`src/rtl/spi_master_cmd_pkg.sv`:
```
// -----------------------------------------------------------------------------
// spi_master_pkg
// Shared definitions for the spi_master_cmd SPI initiator: command codes,
// FSM state encoding, frame/response widths and the frame builder.
// -----------------------------------------------------------------------------
package spi_master_pkg;

    localparam int FRAME_BITS = 11;
    localparam int RSP_BITS   = 8;

    localparam logic [1:0] CMD_WR_ADDR = 2'b00;
    localparam logic [1:0] CMD_WR_DATA = 2'b01;
    localparam logic [1:0] CMD_RD_ADDR = 2'b10;
    localparam logic [1:0] CMD_RD_DATA = 2'b11;

    typedef enum logic [2:0] {
        IDLE  = 3'd0,
        SETUP = 3'd1,
        TX    = 3'd2,
        TURN  = 3'd3,
        RX    = 3'd4,
        HOLD  = 3'd5
    } state_e;

    // Frame layout, MSB first: routing bit (code[1]), code[1:0], data[7:0].
    function automatic logic [FRAME_BITS-1:0] build_frame(input logic [1:0] code,
                                                          input logic [7:0] data);
        return {code[1], code, data};
    endfunction

endpackage

```
`src/rtl/spi_master_cmd_if.sv`:
```
// -----------------------------------------------------------------------------
// spi_master_cmd_if
// Host-side command/response bundle of the SPI initiator.
//   cmd_valid / cmd_ready : command handshake (transfer when both high)
//   cmd_code [1:0]        : WR_ADDR / WR_DATA / RD_ADDR / RD_DATA
//   cmd_data [7:0]        : address or write data
//   rsp_valid             : one-cycle pulse, read byte available
//   rsp_data [7:0]        : last read byte
// Modports: master = host side, slave = spi_master_cmd side.
// -----------------------------------------------------------------------------
interface spi_master_cmd_if;
    import spi_master_pkg::*;

    logic                cmd_valid;
    logic                cmd_ready;
    logic [1:0]          cmd_code;
    logic [7:0]          cmd_data;
    logic                rsp_valid;
    logic [RSP_BITS-1:0] rsp_data;

    modport master (
        output cmd_valid, cmd_code, cmd_data,
        input  cmd_ready, rsp_valid, rsp_data
    );

    modport slave (
        input  cmd_valid, cmd_code, cmd_data,
        output cmd_ready, rsp_valid, rsp_data
    );

endinterface

```
`src/rtl/spi_master_cmd_clk_gen.sv`:
```
// -----------------------------------------------------------------------------
// spi_clk_gen
// SCLK half-period divider. Counts CLK_DIV clk cycles per half period and
// flags the end of each half: rise marks the end of a low half (SCLK should
// go high), fall marks the end of a high half. clr forces the low half and a
// zero count so that the first rise comes exactly CLK_DIV cycles later.
// Ports:
//   clk, rst_n : clock, asynchronous active-low reset
//   en         : advance the divider
//   clr        : restart the divider at the beginning of a low half
//   rise, fall : single-cycle strobes
// -----------------------------------------------------------------------------
module spi_clk_gen #(
    parameter int CLK_DIV = 2
) (
    input  logic clk,
    input  logic rst_n,
    input  logic en,
    input  logic clr,
    output logic rise,
    output logic fall
);

    localparam int               CNT_W    = (CLK_DIV > 1) ? $clog2(CLK_DIV) : 1;
    localparam logic [CNT_W-1:0] CNT_LAST = CNT_W'(CLK_DIV - 1);

    logic [CNT_W-1:0] cnt_q;
    logic             high_q;
    logic             tick;

    assign tick = en && !clr && (cnt_q == CNT_LAST);
    assign rise = tick && !high_q;
    assign fall = tick && high_q;

    always_ff @(posedge clk or negedge rst_n) begin
        if (!rst_n) begin
            cnt_q  <= '0;
            high_q <= 1'b0;
        end else if (clr) begin
            cnt_q  <= '0;
            high_q <= 1'b0;
        end else if (en) begin
            if (tick) begin
                cnt_q  <= '0;
                high_q <= !high_q;
            end else begin
                cnt_q <= cnt_q + 1'b1;
            end
        end
    end

endmodule

```
`src/rtl/spi_master_cmd.sv`:
```
// -----------------------------------------------------------------------------
// spi_master_cmd
// SPI mode-0 initiator driving the SPI-slave/single-port-RAM subsystem.
// Each accepted command is sent as an 11-bit frame (routing bit, code, data)
// MSB first; RD_DATA frames are followed by TURN_CYCLES idle SCLK periods and
// 8 SCLK periods in which the response byte is clocked in from miso.
// Parameters:
//   CLK_DIV     : SCLK half-period in clk cycles (>= 1)
//   TURN_CYCLES : idle SCLK periods before the read response (0..7)
// Ports:
//   clk, rst_n  : clock, asynchronous active-low reset
//   host        : command/response interface (spi_master_cmd_if.slave)
//   ss_n, sclk, mosi, miso : SPI pins (CPOL=0, CPHA=0, active-low select)
//   seq_err     : only when SPI_MASTER_SEQ_CHECK_EN is defined; one-cycle
//                 pulse when RD_DATA is accepted without a preceding RD_ADDR
// Optional build macro: SPI_MASTER_SEQ_CHECK_EN
// -----------------------------------------------------------------------------
module spi_master_cmd
    import spi_master_pkg::*;
#(
    parameter int CLK_DIV     = 2,
    parameter int TURN_CYCLES = 1
) (
    input  logic       clk,
    input  logic       rst_n,
    spi_master_cmd_if.slave host,
    output logic       ss_n,
    output logic       sclk,
    output logic       mosi,
    input  logic       miso
`ifdef SPI_MASTER_SEQ_CHECK_EN
    ,
    output logic       seq_err
`endif
);

    localparam logic [3:0] TX_LOAD   = 4'(FRAME_BITS - 1);
    localparam logic [3:0] RX_LOAD   = 4'(RSP_BITS - 1);
    localparam logic [3:0] TURN_LOAD = (TURN_CYCLES > 0) ? 4'(TURN_CYCLES - 1) : 4'd0;

    state_e                state_q, state_d;
    logic [1:0]            cmd_code_q;
    logic [3:0]            bit_cnt_q;
    logic [FRAME_BITS-1:0] tx_sr_q;
    logic [RSP_BITS-1:0]   rx_sr_q;
    logic [RSP_BITS-1:0]   rsp_data_q;
    logic                  rsp_valid_q;
    logic                  sclk_q;
    logic                  cmd_ready_int;
    logic                  accept;
    logic                  rise, fall;
    logic                  run_d;

    assign accept = host.cmd_valid && cmd_ready_int;
    // SCLK toggles only while the next state is one of the clocked phases.
    assign run_d  = (state_d == TX) || (state_d == TURN) || (state_d == RX);

    spi_clk_gen #(
        .CLK_DIV (CLK_DIV)
    ) u_clk_gen (
        .clk   (clk),
        .rst_n (rst_n),
        .en    (state_q != IDLE),
        .clr   (state_q == IDLE),
        .rise  (rise),
        .fall  (fall)
    );

    // ---- FSM state register ----
    always_ff @(posedge clk or negedge rst_n) begin
        if (!rst_n) begin
            state_q <= IDLE;
        end else begin
            state_q <= state_d;
        end
    end

    // ---- FSM next state ----
    // Phase ends are all aligned to rise strobes: a rise closes the low half
    // of the last period of a phase, and bit_cnt_q==0 marks that last period.
    always_comb begin
        state_d = state_q;
        case (state_q)
            IDLE:  if (host.cmd_valid) state_d = SETUP;
            SETUP: if (rise) state_d = TX;
            TX: begin
                if (rise && bit_cnt_q == 4'd0) begin
                    if (cmd_code_q == CMD_RD_DATA) begin
                        state_d = (TURN_CYCLES == 0) ? RX : TURN;
                    end else begin
                        state_d = HOLD;
                    end
                end
            end
            TURN:  if (rise && bit_cnt_q == 4'd0) state_d = RX;
            RX:    if (rise && bit_cnt_q == 4'd0) state_d = HOLD;
            HOLD:  if (rise) state_d = IDLE;
            default: state_d = IDLE;
        endcase
    end

    // ---- FSM outputs ----
    always_comb begin
        cmd_ready_int = 1'b0;
        ss_n          = 1'b0;
        mosi          = 1'b0;
        case (state_q)
            IDLE: begin
                cmd_ready_int = 1'b1;
                ss_n          = 1'b1;
            end
            SETUP, TX: mosi = tx_sr_q[FRAME_BITS-1];
            HOLD:      ss_n = 1'b1;
            default: ;
        endcase
    end

    assign host.cmd_ready = cmd_ready_int;
    assign host.rsp_valid = rsp_valid_q;
    assign host.rsp_data  = rsp_data_q;
    assign sclk           = sclk_q;

    // ---- control: captured code, bit counter, SCLK, response ----
    always_ff @(posedge clk or negedge rst_n) begin
        if (!rst_n) begin
            cmd_code_q  <= CMD_WR_ADDR;
            bit_cnt_q   <= 4'd0;
            sclk_q      <= 1'b0;
            rsp_valid_q <= 1'b0;
            rsp_data_q  <= '0;
        end else begin
            if (accept) cmd_code_q <= host.cmd_code;

            if (state_d != state_q) begin
                case (state_d)
                    TX:      bit_cnt_q <= TX_LOAD;
                    TURN:    bit_cnt_q <= TURN_LOAD;
                    RX:      bit_cnt_q <= RX_LOAD;
                    default: bit_cnt_q <= 4'd0;
                endcase
            end else if (rise && bit_cnt_q != 4'd0) begin
                bit_cnt_q <= bit_cnt_q - 4'd1;
            end

            if (rise && run_d) begin
                sclk_q <= 1'b1;
            end else if (fall) begin
                sclk_q <= 1'b0;
            end

            // Only an RD_DATA frame reaches HOLD from RX.
            rsp_valid_q <= (state_q == RX) && (state_d == HOLD);
            if ((state_q == RX) && (state_d == HOLD)) begin
                rsp_data_q <= rx_sr_q;
            end
        end
    end

    // ---- datapath: transmit and receive shift registers ----
    // Zeros shift in behind the frame; mosi is gated by state outside TX.
    // miso is taken on the same edge that drives sclk high in RX, i.e. from
    // data the slave set up on the preceding fall.
    always_ff @(posedge clk) begin
        if (accept) begin
            tx_sr_q <= build_frame(host.cmd_code, host.cmd_data);
        end else if (fall && state_q == TX) begin
            tx_sr_q <= {tx_sr_q[FRAME_BITS-2:0], 1'b0};
        end

        if (rise && state_d == RX) begin
            rx_sr_q <= {rx_sr_q[RSP_BITS-2:0], miso};
        end
    end

`ifdef SPI_MASTER_SEQ_CHECK_EN
    logic rd_armed_q;
    logic seq_err_q;
    logic frame_done;

    assign frame_done = (state_q != HOLD) && (state_d == HOLD);
    assign seq_err    = seq_err_q;

    always_ff @(posedge clk or negedge rst_n) begin
        if (!rst_n) begin
            rd_armed_q <= 1'b0;
            seq_err_q  <= 1'b0;
        end else begin
            seq_err_q <= accept && (host.cmd_code == CMD_RD_DATA) && !rd_armed_q;
            if (frame_done) begin
                if (cmd_code_q == CMD_RD_ADDR) begin
                    rd_armed_q <= 1'b1;
                end else if (cmd_code_q == CMD_RD_DATA) begin
                    rd_armed_q <= 1'b0;
                end
            end
        end
    end
`endif

endmodule
```
`src/flat_wrapper.sv`:
```
// flat-port wrapper written by rule: the top's interface ports become plain ports
module spi_master_cmd_flat import spi_master_pkg::*;
#(
    parameter int CLK_DIV     = 2,
    parameter int TURN_CYCLES = 1
)
  (clk, rst_n, ss_n, sclk, mosi, miso, host_cmd_valid, host_cmd_code, host_cmd_data, host_cmd_ready, host_rsp_valid, host_rsp_data);
  spi_master_cmd_if host_i ();
  input  logic clk;
  input  logic rst_n;
  output logic ss_n;
  output logic sclk;
  output logic mosi;
  input  logic miso;
  input wire logic [$bits(host_i.cmd_valid)-1:0] host_cmd_valid;
  input wire logic [$bits(host_i.cmd_code)-1:0] host_cmd_code;
  input wire logic [$bits(host_i.cmd_data)-1:0] host_cmd_data;
  output wire logic [$bits(host_i.cmd_ready)-1:0] host_cmd_ready;
  output wire logic [$bits(host_i.rsp_valid)-1:0] host_rsp_valid;
  output wire logic [$bits(host_i.rsp_data)-1:0] host_rsp_data;
  assign host_i.cmd_valid = host_cmd_valid;
  assign host_i.cmd_code = host_cmd_code;
  assign host_i.cmd_data = host_cmd_data;
  assign host_cmd_ready = host_i.cmd_ready;
  assign host_rsp_valid = host_i.rsp_valid;
  assign host_rsp_data = host_i.rsp_data;
  spi_master_cmd #(.CLK_DIV(CLK_DIV), .TURN_CYCLES(TURN_CYCLES)) u_core (.clk(clk), .rst_n(rst_n), .host(host_i), .ss_n(ss_n), .sclk(sclk), .mosi(mosi), .miso(miso));
endmodule
```
`config.mk`:
```
export PLATFORM = sky130hd
export DESIGN_NAME = spi_master_cmd_flat
export DESIGN_NICKNAME = d
export VERILOG_FILES = /design/src/rtl/spi_master_cmd_pkg.sv /design/src/rtl/spi_master_cmd_if.sv /design/src/rtl/spi_master_cmd_clk_gen.sv /design/src/rtl/spi_master_cmd.sv /design/src/flat_wrapper.sv
export SDC_FILE = /design/constraint.sdc
export NUM_CORES = 1
export LEC_CHECK = 0
export BUFFER_PORTS_ARGS = -buffer_cell sky130_fd_sc_hd__buf_2
export CORE_ASPECT_RATIO = 0.8
export CORE_MARGIN = 1.5
export CORE_UTILIZATION = 40
export CTS_BUF_LIST = sky130_fd_sc_hd__clkbuf_8 sky130_fd_sc_hd__clkbuf_16
export DETAILED_ROUTE_END_ITERATION = 12
export SLEW_MARGIN = 40
export SYNTH_ARGS = -nofsm -noshare
export SYNTH_HDL_FRONTEND = slang
export SYNTH_SLANG_ARGS = --single-unit
```
`constraint.sdc`:
```
create_clock -name clk -period 2.6 [get_ports clk]
set_clock_uncertainty 0.1 [all_clocks]
set_input_delay 0.26 -clock clk [delete_from_list [all_inputs] [get_ports clk]]
set_output_delay 0.26 -clock clk [all_outputs]
set_load 0.02 [all_outputs]
```
# --- Yosys cells after proc, flatten, opt, wreduce, memory -nomap -nowiden ---
# Cells that the tools add are included.
op_classes:
  eq_ne: 11
  addsub: 2
  n_shift: 0
  n_lt_le_gt_ge: 0
  bitwise_logic: 0
  div: 0
  n_mul: 0
  muxes: 24
  n_reduce_logical: 27
ops:
  columns: ["op", "n"]
  rows:
  - ["2-to-1 mux 11 bit", 2]
  - ["2-to-1 mux 3 bit", 7]
  - ["case mux 3 bit (6 select lines)", 1]
  - ["== test 3 x 2 -> 1 bit (second input constant)", 4]
  - ["== test 3 bit (second input constant)", 4]
  - ["logical AND 1 bit", 11]
  - ["2-to-1 mux 1 bit", 11]
  - ["nonzero test 2 bit", 5]
  - ["2-to-1 mux 4 bit", 2]
  - ["case mux 4 bit (2 select lines)", 1]
  - ["zero test 4 bit", 1]
  - ["nonzero test 4 bit", 1]
  - ["OR reduction 2 bit", 2]
  - ["subtractor 4 x 1 -> 4 bit (second input constant)", 1]
  - ["== test 3 x 1 -> 1 bit (second input constant)", 1]
  - ["zero test 3 bit", 1]
  - ["!= test 3 bit", 1]
  - ["nonzero test 3 bit", 1]
  - ["== test 2 bit (second input constant)", 1]
  - ["zero test 1 bit", 2]
  - ["logical OR 1 bit", 2]
  - ["AND reduction 2 bit", 1]
  - ["adder 1 bit (second input constant)", 1]
word_totals:
  reg_bits: 40
  romBits: 0
  n_memories: 0
  mem_bits_rw: 0
  latch_bits: 0

# --- Longest topological paths before layout ---
depth:
  depth_word: 13
  mapped_depth: 7
  ltp_nobuf: 7

# --- By module ---
# A second synthesis with hierarchy kept.
hier_totals:
  cells_unflattened: 166
  area_unflattened_um2: 1879.3
by_module_without_submodules:
  columns: ["mod", "cells_per_inst", "area_per_inst_um2", "seq_area_each_um2", "instances"]
  rows:
  - ["spi_master_cmd", 156, 1773.0, 1046.0, 1]
  - ["spi_clk_gen", 10, 106.4, 50.0, 1]

# --- Worst setup path after synthesis ---
# No wires, ideal clock.
synth_timing:
  path_kind: "register to register"
  startpoint: "reg u_core.bit_cnt_q[0]"
  endpoint: "reg u_core.rx_sr_q[0] (enable)"
  arrival_ps: 1733
  path_buffers: 0
  slack_ps: 436
  setup_time_ps: 332
  required_time_ps: 2168
  path_stages_with_launch: 8
  path_cell_list: "dfrtp_1 -> inv_1 -> ha_1 -> or3b_4 -> nor2_4 -> a32o_1 -> nor2b_2 -> and2_1"
synth_via:
  elab_chain_cells: 6
synth_lines:
  columns: ["element", "line_no", "rtl"]
  rows:
  - ["start, declared", "spi_master_cmd.sv:43", "logic [3:0] bit_cnt_q;"]
  - ["start signal, assigned", "spi_master_cmd.sv:142", "bit_cnt_q <= bit_cnt_q - 4'd1;"]
  - ["zero test 4 bit *", "spi_master_cmd.sv:87, spi_master_cmd.sv:95, spi_master_cmd.sv:96", null]
  - ["logical AND 1 bit *", "spi_master_cmd.sv:87, spi_master_cmd.sv:95, spi_master_cmd.sv:96", null]
  - ["2-to-1 mux 3 bit, on equally long branches", "spi_master_cmd.sv:96, spi_master_cmd.sv:87, spi_master_cmd.sv:95", null]
  - ["case mux 3 bit (6 select lines) *", "spi_master_cmd.sv:83", "case (state_q)"]
  - ["named net u_core.state_d[2]", "spi_master_cmd.sv:41", "state_e state_q, state_d;"]
  - ["== test 3 bit *", "spi_master_cmd.sv:170", "if (rise && state_d == RX) begin"]
  - ["logical AND 1 bit *", "spi_master_cmd.sv:170", null]
  - ["end signal, assigned", "spi_master_cmd.sv:171", "rx_sr_q <= {rx_sr_q[RSP_BITS-2:0], miso};"]
  - ["end, declared", "spi_master_cmd.sv:45", "logic [RSP_BITS-1:0] rx_sr_q;"]
# Mark *: on every way through the listed nets, which the timed path passes. The rest lies on a longest branch.
# A chain may end at the register's enable or synchronous reset.

# --- Worst setup path in the final report ---
layout_timing:
  startpoint: "reg u_core.bit_cnt_q[0]"
  endpoint: "reg u_core.rx_sr_q[3] (enable)"
# Same word-level chain as after synthesis.

==> impl_metrics.env <==
export IMPL_drt_pre_antenna_iters=4
export IMPL_ios=27
export IMPL_synth_edf_count=19
export IMPL_post_cts_setup_repair_bufs=0
export IMPL_initial_utilization=0.431
export IMPL_drc=0
export IMPL_crit_fanout=8
export IMPL_synth_area_top_cells="sky130_fd_sc_hd__edfxtp_1, sky130_fd_sc_hd__dfrtp_1, sky130_fd_sc_hd__mux2_4, sky130_fd_sc_hd__mux2_2, sky130_fd_sc_hd__nand2_1"
export IMPL_syn_nets=156
export IMPL_grt_start_max_net_pins=22
export IMPL_peakVddDrop_mv=0.329
export IMPL_cap_violations=0
export IMPL_layout_area_overhead_vs_synth_pct=18.4
export IMPL_final_stage_net_count=188
export IMPL_cts_tree="yes"
export IMPL_postCtsHoldBufs=1
export IMPL_cts_inserted_buffers=5
export IMPL_layout_drive_gt1_share=0.358
export IMPL_power_density_nw_per_um2=576
export IMPL_gp_congestion=0.855
export IMPL_post_synthesis_instance_area_sq_um=1860
export IMPL_postRouteWirelength_um=3400
export IMPL_number_of_global_route_vias_before_repair=1248
export IMPL_worst_pin_slew_ps=477
export IMPL_count_of_final_setup_violators=0
export IMPL_synth_ff_latch_count=40
export IMPL_vias=1189
export IMPL_insertion_delay_ps=290
export IMPL_setup_tns_ps=0
export IMPL_ys_warn_count=0
export IMPL_ys_types=49
export IMPL_dr_first_iter_drc_count=64
export IMPL_multi_input_comb_area_sq_um=716
export IMPL_cts_resized=0
export IMPL_sequential_to_total_area_share_from_yosys_stat=0.590
export IMPL_fill_cells=408
export IMPL_synth_top_cell_area_share=0.307
export IMPL_cts_htree_levels=2
export IMPL_final_cell_count_no_fill=230
export IMPL_final_critical_delay_including_setup_and_external_delays_ps=2350
export IMPL_finalCritPeriodShare=0.903
export IMPL_hp_class="in -> reg"
export IMPL_path_class="reg -> reg"
export IMPL_cp_endpoint_kind="register"
export IMPL_setup_worst_path_start_class="register"
export IMPL_wire_length_of_the_first_global_routing_pass_um=5980
export IMPL_p_leak_nw=1.01
export IMPL_syn_mean_instance_area_sq_um=13.3
export IMPL_detailedPlacementHpwl_um=2410
export IMPL_core_rowCount=21
export IMPL_drt_wirelength_per_cell_um=14.8
export IMPL_cp_data_arrival_time_ps=2210
export IMPL_most_common_flop_cell_mapped_by_yosys="sky130_fd_sc_hd__dfrtp_1"
export IMPL_crit_required_ps=2460
export IMPL_root_buffer="sky130_fd_sc_hd__clkbuf_8"
export IMPL_clk_transition_reported_paths_ps=80
export IMPL_area_taken_by_flip_flops_and_latches_sq_um=1100
export IMPL_antenna_diode_count=0
export IMPL_status="complete, no violations"
export IMPL_route_detailed_vias_per_inst=5.17
export IMPL_ys_async_rst_share=0.525
export IMPL_placed_insts=221
export IMPL_maxClockFrequency_mhz=426
export IMPL_antenna_found_initial=0
export IMPL_final_hold_violating_endpoints=0
export IMPL_antenna_violation_net_count_after_detailed_routing=0
export IMPL_fp_dieArea_sq_um=5070
export IMPL_grtUsageTotal=0.156
export IMPL_yosysTopAreaCell="sky130_fd_sc_hd__edfxtp_1"
export IMPL_syn_instance_count=140
export IMPL_power_total_mw=1.27
export IMPL_clk_path_buf_depth=2
export IMPL_portBuffers=26
export IMPL_cts_sink_count=40
export IMPL_die_width_um=79.2
export IMPL_timing_max_slew_rel_slack=0.682
export IMPL_finalMaxSlewViolations=0
export IMPL_r2r_slack_ps=250
export IMPL_core_region_area_sq_um=4310
export IMPL_grt_setup_unrepaired="no"
export IMPL_die_height_um=64.0
export IMPL_grt_overflow_total=0
## Yosys cell counts, drive strengths merged (3+ instances only)
cell type,count
a21oi,4
buf,6
dfrtp,21
edfxtp,19
inv,4
mux2,15
nand2,16
nand3b,4
nor2,6
nor2b,4
nor3,4
nor3b,3
## through the flow
| step | utilization | hold WS [ps] | worst slack (ps) | cell area (sq um) |
|---|---|---|---|---|
| 5_1_grt | 0.511 | 18.2 | 90.7 | 2200 |
| 3_5_place_dp | 0.478 | 154 | 243 | 2060 |
| 2_1_floorplan | - | -136 | 436 | 1860 |
| 4_1_cts | 0.511 | 27.9 | 247 | 2200 |
| 3_3_place_gp | 0.478 | 148 | 321 | 2060 |
| 6_report | 0.511 | 39.9 | 253 | 2200 |
## where the power goes
group	internal, mW	switching (mW)
Sequential	0.658	0
Combinational	0.00852	0.00997
Clock	0.380	0.212
## logic make-up (layout without fill, tap and decap cells)
family / count (synthesis) / count (layout) / share of synthesized area
simple gates: 49 / 49 / 0.161
flops: 40 / 40 / 0.590
mux: 15 / 15 / 0.107
compound gates: 22 / 22 / 0.0942
buf+inv: 10 / 43 / 0.0256
fa+ha+maj: 2 / 2 / 0.0135
xor+xnor: 2 / 2 / 0.00942
## area by class of cell
cell class / count / share of cell area
Multi-Input combinational cell: 90 / 0.325
Clock buffer: 5 / 0.0313
Timing Repair Buffer: 31 / 0.0773
Tap cell: 57 / 0.0324
Inverter: 4 / 0.00682
Clock inverter: 3 / 0.0290
Sequential cell: 40 / 0.498
## routing by layer
| metal | global-route usage | share of wire | vias up |
|---|---|---|---|
| met3 | 0.0614 | 0.030 | 2 |
| met1 | 0.204 | 0.50 | 585 |
| met4 | 0.0439 | 0.0050 | 0 |
| li1 | - | - | 575 |
| met2 | 0.241 | 0.47 | 27 |
| met5 | 0 | 0 | - |
## critical path, stage by stage (launching register included)
cell,delay (ps)
sky130_fd_sc_hd__dfrtp_1,410
sky130_fd_sc_hd__inv_1,90
sky130_fd_sc_hd__ha_1,160
sky130_fd_sc_hd__or3b_4,420
sky130_fd_sc_hd__nor2_4,170
sky130_fd_sc_hd__a32o_1,190
sky130_fd_sc_hd__nor2b_2,150
sky130_fd_sc_hd__and2_1,350
## path summary, 6_finish.rpt
kind | cells past startpoint | end | from
setup / recovery | 7 | u_core.rx_sr_q[3] | u_core.bit_cnt_q[0]
hold / removal | 1 | u_core.rx_sr_q[0] | miso
setup reg to reg | 7 | u_core.rx_sr_q[3] | u_core.bit_cnt_q[0]
hold reg to reg | 0 | u_core.rx_sr_q[7] | u_core.rx_sr_q[6]
max in group asynchronous | 2 | u_core.bit_cnt_q[3] | rst_n
min in group asynchronous | 2 | u_core.host.rsp_data[2] | rst_n
## flip-flops by register name, summed over array words and instances, names as in the netlist, 2 cells and up
signal                count
u_core.tx_sr_q           11
u_core.bit_cnt_q          4
u_core.rx_sr_q            8
u_core.host.rsp_data      8
u_core.cmd_code_q         2
u_core.state_q            3
## cells in the final DEF (no fill, tap or decap), types with 2 or more instances in the layout
cell type / instances
sky130_fd_sc_hd__edfxtp_1: 19
sky130_fd_sc_hd__buf_4: 4
sky130_fd_sc_hd__bufinv_16: 2
sky130_fd_sc_hd__inv_1: 5
sky130_fd_sc_hd__nand3b_1: 3
sky130_fd_sc_hd__nor2_1: 4
sky130_fd_sc_hd__nand3_1: 2
sky130_fd_sc_hd__mux2_2: 7
sky130_fd_sc_hd__nor2b_1: 3
sky130_fd_sc_hd__o21ai_0: 2
sky130_fd_sc_hd__a31oi_1: 2
sky130_fd_sc_hd__buf_2: 26
sky130_fd_sc_hd__ha_1: 2
sky130_fd_sc_hd__nor3b_1: 2
sky130_fd_sc_hd__a21oi_1: 4
sky130_fd_sc_hd__clkbuf_8: 5
sky130_fd_sc_hd__nand2_1: 16
sky130_fd_sc_hd__dfrtp_1: 21
sky130_fd_sc_hd__nor3_1: 3
sky130_fd_sc_hd__a311oi_1: 2
sky130_fd_sc_hd__mux2_4: 8
(Power assumes the default switching activity.)
